<file path="config.mk">
export PLATFORM = sky130hd
export DESIGN_NAME = rgb_panel_oe_ctrl_flat
export DESIGN_NICKNAME = d
export VERILOG_FILES = /design/src/rtl/rgb_panel_oe_ctrl_if.sv /design/src/rtl/rgb_panel_oe_ctrl.sv /design/src/flat_wrapper.sv
export SDC_FILE = /design/constraint.sdc
export NUM_CORES = 1
export LEC_CHECK = 0
export BUFFER_PORTS_ARGS = -buffer_cell sky130_fd_sc_hd__buf_2
export CAP_MARGIN = 30
export CELL_PAD_IN_SITES_DETAIL_PLACEMENT = 1
export CELL_PAD_IN_SITES_GLOBAL_PLACEMENT = 1
export CORE_MARGIN = 1.5
export CORE_UTILIZATION = 46
export CTS_CLUSTER_SIZE = 14
export DETAILED_ROUTE_END_ITERATION = 16
export PLACE_DENSITY = 0.83
export SYNTH_ARGS = -nofsm -noshare
export SYNTH_HDL_FRONTEND = slang
export SYNTH_SLANG_ARGS = --single-unit
</file>
<file path="constraint.sdc">
create_clock -name clk -period 3.6 [get_ports clk]
set_input_delay 1.08 -clock clk [delete_from_list [all_inputs] [get_ports clk]]
set_output_delay 1.08 -clock clk [all_outputs]
set_load 0.05 [all_outputs]
</file>
<file path="src/rtl/rgb_panel_oe_ctrl_if.sv">
// Handshake bundle between the serial-to-panel stage, the OE controller and
// the LED panel.
//   latch_in : latch pulse from the serial-to-panel stage (asynchronous to clk)
//   row_in   : row address from the serial-to-panel stage
//   enable   : display enable, low forces blanking
//   oe_n     : panel output enable, active-low
//   lat_out  : panel latch strobe, one clk wide
//   row_out  : panel row address
//   plane    : bit plane currently displayed
//   busy     : controller outside IDLE
//   overrun  : one-cycle pulse when a latch event is dropped
// master drives the inputs and observes the outputs; slave is the controller.
interface rgb_panel_oe_ctrl_if;
    logic       latch_in;
    logic [3:0] row_in;
    logic       enable;
    logic       oe_n;
    logic       lat_out;
    logic [3:0] row_out;
    logic [2:0] plane;
    logic       busy;
    logic       overrun;

    modport master (
        output latch_in, row_in, enable,
        input  oe_n, lat_out, row_out, plane, busy, overrun
    );

    modport slave (
        input  latch_in, row_in, enable,
        output oe_n, lat_out, row_out, plane, busy, overrun
    );
endinterface

</file>
<file path="src/rtl/rgb_panel_oe_ctrl.sv">
// Panel output-enable / latch sequencer with binary-coded-modulation on-times.
// Each accepted latch event runs: BLANK_PRE (BLANK_CYCLES) -> LATCH (1) ->
// BLANK_POST (BLANK_CYCLES) -> ON (BASE_ON << plane) -> IDLE, advancing the
// bit plane whenever ON is left by expiry or by a preempting event.
// Ports:
//   clk   : system clock
//   reset : asynchronous active-high reset
//   bus   : rgb_panel_oe_ctrl_if.slave (latch_in/row_in/enable in,
//           oe_n/lat_out/row_out/plane/busy/overrun out, all registered)
module rgb_panel_oe_ctrl #(
    parameter int unsigned BLANK_CYCLES = 4,
    parameter int unsigned BASE_ON      = 8,
    parameter int unsigned PLANES       = 4
) (
    input  logic                 clk,
    input  logic                 reset,
    rgb_panel_oe_ctrl_if.slave   bus
);

    localparam int unsigned CNT_W   = 16;
    localparam int unsigned ROW_W   = 4;
    localparam int unsigned PLANE_W = 3;

    typedef enum logic [2:0] {
        IDLE       = 3'd0,
        BLANK_PRE  = 3'd1,
        LATCH      = 3'd2,
        BLANK_POST = 3'd3,
        ON         = 3'd4
    } state_t;

    // Synchronizer chain and registered edge event.
    logic sync_a;
    logic sync_b;
    logic sync_c;
    logic event_q;

    state_t               state;
    logic [CNT_W-1:0]     cnt_q;
    logic [ROW_W-1:0]     row_hold;
    logic [PLANE_W-1:0]   plane_q;
    logic [ROW_W-1:0]     row_out_q;
    logic                 oe_n_q;
    logic                 lat_out_q;
    logic                 busy_q;
    logic                 overrun_q;

    logic [CNT_W-1:0]     blank_load;
    logic [CNT_W-1:0]     on_load;
    logic [PLANE_W-1:0]   plane_next;

    // Two flops retime latch_in, a third holds the previous sample for edge
    // detect; the event itself is registered so it lands 3 cycles after the
    // cycle in which latch_in rises.
    always_ff @(posedge clk or posedge reset) begin
        if (reset) begin
            sync_a  <= 1'b0;
            sync_b  <= 1'b0;
            sync_c  <= 1'b0;
            event_q <= 1'b0;
        end else begin
            sync_a  <= bus.latch_in;
            sync_b  <= sync_a;
            sync_c  <= sync_b;
            event_q <= sync_b & ~sync_c;
        end
    end

    // Counter reload values; counts run down to zero, so load length-1.
    assign blank_load = CNT_W'(BLANK_CYCLES - 1);
    assign on_load    = (CNT_W'(BASE_ON) << plane_q) - CNT_W'(1);
    assign plane_next = (plane_q == PLANE_W'(PLANES - 1)) ? '0 : plane_q + PLANE_W'(1);

    // Sequencer: state, counter and all outputs registered together.
    always_ff @(posedge clk or posedge reset) begin
        if (reset) begin
            state     <= IDLE;
            cnt_q     <= '0;
            row_hold  <= '0;
            plane_q   <= '0;
            row_out_q <= '0;
            oe_n_q    <= 1'b1;
            lat_out_q <= 1'b0;
            busy_q    <= 1'b0;
            overrun_q <= 1'b0;
        end else begin
            lat_out_q <= 1'b0;
            overrun_q <= 1'b0;
            if (!bus.enable) begin
                // Abort: blank and idle; plane and row_out keep their values,
                // events are ignored silently.
                state  <= IDLE;
                oe_n_q <= 1'b1;
                busy_q <= 1'b0;
            end else begin
                case (state)
                    IDLE: begin
                        if (event_q) begin
                            state    <= BLANK_PRE;
                            cnt_q    <= blank_load;
                            row_hold <= bus.row_in;
                            busy_q   <= 1'b1;
                            oe_n_q   <= 1'b1;
                        end
                    end
                    BLANK_PRE: begin
                        if (event_q) begin
                            overrun_q <= 1'b1;
                        end
                        if (cnt_q == '0) begin
                            state     <= LATCH;
                            lat_out_q <= 1'b1;
                            row_out_q <= row_hold;
                        end else begin
                            cnt_q <= cnt_q - CNT_W'(1);
                        end
                    end
                    LATCH: begin
                        if (event_q) begin
                            overrun_q <= 1'b1;
                        end
                        state <= BLANK_POST;
                        cnt_q <= blank_load;
                    end
                    BLANK_POST: begin
                        if (event_q) begin
                            overrun_q <= 1'b1;
                        end
                        if (cnt_q == '0) begin
                            state  <= ON;
                            oe_n_q <= 1'b0;
                            cnt_q  <= on_load;
                        end else begin
                            cnt_q <= cnt_q - CNT_W'(1);
                        end
                    end
                    ON: begin
                        // A new event outranks expiry in the same cycle; the
                        // plane advances exactly once either way.
                        if (event_q) begin
                            state    <= BLANK_PRE;
                            cnt_q    <= blank_load;
                            row_hold <= bus.row_in;
                            oe_n_q   <= 1'b1;
                            plane_q  <= plane_next;
                        end else if (cnt_q == '0) begin
                            state   <= IDLE;
                            oe_n_q  <= 1'b1;
                            busy_q  <= 1'b0;
                            plane_q <= plane_next;
                        end else begin
                            cnt_q <= cnt_q - CNT_W'(1);
                        end
                    end
                    default: begin
                        state  <= IDLE;
                        oe_n_q <= 1'b1;
                        busy_q <= 1'b0;
                    end
                endcase
            end
        end
    end

    assign bus.oe_n    = oe_n_q;
    assign bus.lat_out = lat_out_q;
    assign bus.row_out = row_out_q;
    assign bus.plane   = plane_q;
    assign bus.busy    = busy_q;
    assign bus.overrun = overrun_q;

endmodule

</file>
<file path="src/flat_wrapper.sv">
// flat-port wrapper written by rule: the top's interface ports become plain ports
module rgb_panel_oe_ctrl_flat 
#(
    parameter int unsigned BLANK_CYCLES = 4,
    parameter int unsigned BASE_ON      = 8,
    parameter int unsigned PLANES       = 4
)
  (clk, reset, bus_latch_in, bus_row_in, bus_enable, bus_oe_n, bus_lat_out, bus_row_out, bus_plane, bus_busy, bus_overrun);
  rgb_panel_oe_ctrl_if bus_i ();
  input  logic clk;
  input  logic reset;
  input wire logic [$bits(bus_i.latch_in)-1:0] bus_latch_in;
  input wire logic [$bits(bus_i.row_in)-1:0] bus_row_in;
  input wire logic [$bits(bus_i.enable)-1:0] bus_enable;
  output wire logic [$bits(bus_i.oe_n)-1:0] bus_oe_n;
  output wire logic [$bits(bus_i.lat_out)-1:0] bus_lat_out;
  output wire logic [$bits(bus_i.row_out)-1:0] bus_row_out;
  output wire logic [$bits(bus_i.plane)-1:0] bus_plane;
  output wire logic [$bits(bus_i.busy)-1:0] bus_busy;
  output wire logic [$bits(bus_i.overrun)-1:0] bus_overrun;
  assign bus_i.latch_in = bus_latch_in;
  assign bus_i.row_in = bus_row_in;
  assign bus_i.enable = bus_enable;
  assign bus_oe_n = bus_i.oe_n;
  assign bus_lat_out = bus_i.lat_out;
  assign bus_row_out = bus_i.row_out;
  assign bus_plane = bus_i.plane;
  assign bus_busy = bus_i.busy;
  assign bus_overrun = bus_i.overrun;
  rgb_panel_oe_ctrl #(.BLANK_CYCLES(BLANK_CYCLES), .BASE_ON(BASE_ON), .PLANES(PLANES)) u_core (.clk(clk), .reset(reset), .bus(bus_i));
endmodule
</file>
# [Word-level counts from Yosys, hierarchy flattened]
# Cells that the tools add are included.
[word_totals] ram_bits=0 mem_bits_ro=0 out_inout_bits=11 memories=0 latch_bits=0 ff_bits=38
[op_classes] reduce_logical=14 n_bitwise=2 shifts=1 muxes=30 n_eq_ne=14 n_addsub=3 n_mul=0 n_lt_le_gt_ge=0 div=0
[ops] op="$pmux W16 S5" count=1
[ops] op="$mux W16" count=4
[ops] op="$sub A16 B1 Y16 const B" count=2
[ops] op="$mux W3" count=9
[ops] op="$logic_not A16 Y1" count=1
[ops] op="$shl A4 B3 Y16 const A" count=1
[ops] op="$pmux W3 S5" count=1
[ops] op="$mux W1" count=13
[ops] op="$ne A3 B2 Y1 const B" count=4
[ops] op="$reduce_and A3 Y1" count=4
[ops] op="$reduce_and A4 Y1" count=3
[ops] op="$eq A3 B2 Y1 const B" count=3
[ops] op="$reduce_bool A5 Y1" count=1
[ops] op="$ne A2 B2 Y1 const B" count=2
[ops] op="$ne A4 B2 Y1 const B" count=1
[ops] op="$pmux W1 S4" count=1
[ops] op="$reduce_or A2 Y1" count=2
[ops] op="$add A3 B1 Y3 const B" count=1
[ops] op="$eq A3 B1 Y1 const B" count=1
[ops] op="$eq A3 B3 Y1 const B" count=1
[ops] op="$logic_not A3 Y1" count=1
[ops] op="$ne A3 B3 Y1 const B" count=1
[ops] op="$pmux W1 S3" count=1
[ops] op="$reduce_or A3 Y1" count=1
[ops] op="4 further kinds" count=4

# [Logic depth before layout (Yosys ltp)]
[logic_depth] word_depth=5 depth_mapped=13

# [Worst setup path after synthesis]
# OpenSTA, ideal clock, no wires.
[synth_path] path_kind="register -> register" from="register u_core.cnt_q[0]" to="register u_core.cnt_q[0]" synth_period_minus_slack_ns=2.566 arrival_ns=2.479 stages_incl_launch_ff=14 path_slack_ns=1.034 cell_sequence="dfrtp_1 -> inv_1 -> ha_1 -> nor4b_1 -> and4_1 -> and2_1 -> buf_2 -> inv_1 -> buf_1 -> ha_1 -> nor2_1 -> a21o_1 -> a32o_1 -> a22oi_1"
[synth_between] elab_chain_cells=4 elab_cells_between_ends=6 classes_between="add/sub (1); mux (4); reduce/logical (1)"
[synth_rtl] item="from (decl)" line="rgb_panel_oe_ctrl.sv:39" rtl="logic [CNT_W-1:0] cnt_q;"
[synth_rtl] item="from (signal assigned)" line="rgb_panel_oe_ctrl.sv:100" rtl="cnt_q <= blank_load;"
[synth_rtl] item="from (signal assigned)" line="rgb_panel_oe_ctrl.sv:115" rtl="cnt_q <= cnt_q - CNT_W'(1);"
[synth_rtl] item="from (signal assigned)" line="rgb_panel_oe_ctrl.sv:123" rtl="cnt_q <= blank_load;"
[synth_rtl] item="$sub A16 B1 Y16 / $logic_not A16 Y1 (equally long branches)"
[synth_rtl] item="$mux W16" line="rgb_panel_oe_ctrl.sv:110, rgb_panel_oe_ctrl.sv:146"
[synth_rtl] item="$mux W16" line="rgb_panel_oe_ctrl.sv:140" rtl="if (event_q) begin"
[synth_rtl] item="$pmux W16 S5 *" line="rgb_panel_oe_ctrl.sv:96" rtl="case (state)"
# Mark *: on every way between the ends. The rest lies on a longest branch, timed or not.
# A chain may end at the register's enable or synchronous reset.

# [Final worst setup path]
# Same ends and word-level chain as after synthesis.

==> metrics.md <==
| Metric | Value |
|---|---|
| Die span in y | `72.74 um` |
| Routed wire per std cell | `approximately 19 um` |
| RSZ-0062 raised after global routing | `no` |
| Post-DP HPWL | `4.068 mm` |
| Syn_area_per_cell | `around 9.4 um2` |
| Final hold vios | `0` |
| Hold_buf cts | `0` |
| MaxCap Viol Count | `0` |
| Pwr dens | `between 500 and 600 nW/um2` |
| Reg-to-reg startpoint | `u_core.cnt_q[0]` |
| Core Region | `4692 um2` |
| R2R setup slack | `0.75 ns` |
| Area fraction of the dominant cell type after synthesis | `41.39%` |
| Cells on worst reg2reg path | `11` |
| Post-DRT Antenna Nets | `0` |
| Post-synth EDFFs | `0` |
| Worst VDD drop | `0.2975 mV` |
| Max FO, Critical Path | `12` |
| Total grt overflow | `0` |
| CTS Root Cell | `clkbuf_8` |
| Fin area | `2515 um2` |
| Crit end category | `flip-flop` |
| Die extent in x | `72.74 um` |
| Post-layout minimum cycle time | `~2.9 ns` |
| Yosys top cell by area | `dfrtp_1` |
| Initial antenna violation count | `0` |
| Die footprint | `5290 um2` |
| H-tree levels | `2` |
| Critical path startpoint category | `flip-flop` |
| Final Worst Setup Slack | `0.7498 ns` |
| Post-synthesis sequential area ratio | `42.56%` |
| Number of diodes | `0` |
| Input/output buffers | `18` |
| Worst-Skew Late Latency | `around 0.31 ns` |
| CP arrival | `3.07 ns` |
| Worst Setup Path Type | `reg -> reg` |
| Via Count | `between 1500 and 2000` |
| Area after DPL | `2377 um2` |
| Area growth syn-to-layout | `12.42%` |
| Combined area of the multi-input logic cells | `1200 um2` |
| Row count | `25` |
| Ranking of synthesized cells by area | `dfrtp_1, mux2_2, ha_1` |
| TritonCTS buffer count | `5` |
| Fillers | `533` |
| Io pins | `19` |
| Final wirelength | `5.800 mm` |
| Hold-critical path depth | `0` |
| Fin crit share | `approximately four fifths` |
| First-pass GRT wire length | `about 10 mm` |
| Fmax | `approximately 350 MHz` |
| Max-slew violations | `0` |
| Post-CTS sizing | `0` |
| Leakage | `about 1.1 nW` |
| Min-Delay Path Class | `reg -> reg` |
| Slew margin rel. | `48.50%` |
| Sequential Area | `between 900 and 1000 um2` |
| Setup TNS | `0 ns` |
| Clk sinks | `38` |
| DRC viols | `0` |
| CP Data Required Time | `3.82 ns` |
| Cell count after synthesis | `238` |
| HP Start | `u_core.sync_a` |
| Worst hold endpoint | `u_core.sync_b` |
| Worst-path clk slew | `0.08 ns` |
| Routability cong. | `0.8343` |
| Final Skew | `0.01166 ns` |
| FFs w/ async S/R, synth | `between 90% and 100%` |
| Initial DRC Count | `130` |
| Post-CTS Setup Inserts | `0` |
| Cell with the most instances after synthesis | `dfrtp_1` |
| Status | `finished clean` |
| Synth Warn # | `0` |
| Syn nets | `254` |
| Worst-margin pin slew | `approximately 0.76 ns` |
| Clk buf depth | `2` |
| Post-synthesis cell area | `roughly 2200 um2` |
| Most used DFF post-synth | `dfrtp_1` |
| Gr usage total | `approximately 25%` |
| R2r endpoint | `u_core.cnt_q[0]` |
| Layout cells sized above 1 | `17.58%` |
| Synthesis-stage register bit count | `38` |
| # nets final | `roughly 270` |
| First-pass DRT Iterations | `4` |
| Final setup vio count | `0` |
| Number of global-route vias before repair | `2045` |
| Synth top cells by count | `dfrtp_1, a21oi_1, nand2_1` |
| Place WS | `slightly below 0.8 ns` |
| Number of library cell types mapped by synthesis | `54` |
| Initial Utilization | `roughly 48%` |
| Largest net degree at the start of global routing | `20` |
| Vias/cell | `6.261` |
| CTS tree | `yes` |
-- area by class of cell --
class	instances	share of cell area [%]
repair buffers	22	4.776
well taps	54	2.687
multi-input cells	178	47.71
inverters	10	1.493
clock buffers	5	2.736
clock inverters	3	2.736
flip-flops and latches	38	37.86
-- kinds of logic (layout without fill, tap and decap cells) --
logic type | Yosys count | in the layout | share of synthesized area [%]
AND/OR/NAND/NOR | 80 | 80 | 19.02
AO/OA/AOI/OAI | 71 | 71 | 21.42
flip-flops | 38 | 38 | 42.56
buffers and inverters | 22 | 40 | 3.804
multiplexers | 12 | 12 | 5.984
adder cells (fa/ha/maj) | 8 | 8 | 4.474
XOR/XNOR | 7 | 7 | 2.741
-- layout by cell type (no fill, tap or decap), types with 5 or more instances in the layout --
cell type and n:
ha_1 8, nor3_1 7, o21ai_0 13, mux2_2 11
nand2_1 17, dfrtp_1 37, a21oi_1 18, a21o_1 6
xnor2_1 5, nor2_1 16, nand3_1 9, clkbuf_8 5
inv_1 10, buf_2 18
-- flip-flops by register name, indices dropped and copies added, names as in the netlist --
signal,count
u_core.sync_c,1
u_core.row_hold,4
u_core.bus.lat_out,1
u_core.event_q,1
u_core.sync_a,1
u_core.sync_b,1
u_core.bus.plane,3
u_core.cnt_q,16
u_core.bus.oe_n,1
u_core.bus.busy,1
u_core.state,3
u_core.bus.overrun,1
u_core.bus.row_out,4
-- critical path: stages (launching register included) --
cell     delay (ns)
dfrtp_1        0.44
inv_1          0.12
ha_1           0.14
nor4b_1        0.29
and4_1         0.50
and2_1         0.34
inv_1          0.11
ha_1           0.29
nor2_1         0.05
a21o_1         0.17
a32o_1         0.19
a22oi_1        0.12
-- through the flow --
stage / std cells / power [mW] / util (%) / hold slack (ns)
6_report: 310 / 1.309 / 53.60 / 0.3587
3_3_place_gp: 302 / 0.8535 / 50.67 / 0.3347
5_1_grt: 310 / 1.373 / 53.60 / 0.3650
3_5_place_dp: 302 / 0.8623 / 50.67 / 0.3434
4_1_cts: 310 / 1.315 / 53.60 / 0.3618
2_1_floorplan: 238 / 0.7755 / - / 0.3312
-- metal layers --
layer | global-route usage (%) | vias to the layer above | share of wire [%]
met4 | 7.128 | 0 | 1.7
met2 | 42.10 | 36 | 49
li1 | - | 920 | -
met3 | 4.972 | 8 | 2.7
met1 | 33.45 | 977 | 47
met5 | 0 | - | 0
-- where the power goes --
| group | switching (mW) | internal (mW) | leakage, nW |
|---|---|---|---|
| logic | 0.207 | 0.122 | 0.557 |
| clock network | 0.170 | 0.278 | 0.0683 |
| registers | 0.0532 | 0.479 | 0.494 |
| total | 0.430 | 0.879 | 1.12 |
-- worst max-delay path by stage --
stage	slack (ns)	startpoint	end	depth (start not counted)
2_1_floorplan	1.03	u_core.cnt_q[0]	u_core.cnt_q[0]	13
3_5_place_dp	0.79	u_core.cnt_q[0]	u_core.cnt_q[0]	11
3_3_place_gp	0.87	u_core.cnt_q[0]	u_core.cnt_q[0]	11
5_1_grt	0.59	u_core.cnt_q[0]	u_core.cnt_q[0]	11
4_1_cts	0.76	u_core.cnt_q[0]	u_core.cnt_q[0]	11
6_report	0.75	u_core.cnt_q[0]	u_core.cnt_q[0]	11
No activity file was read; power rests on OpenSTA's default activity.
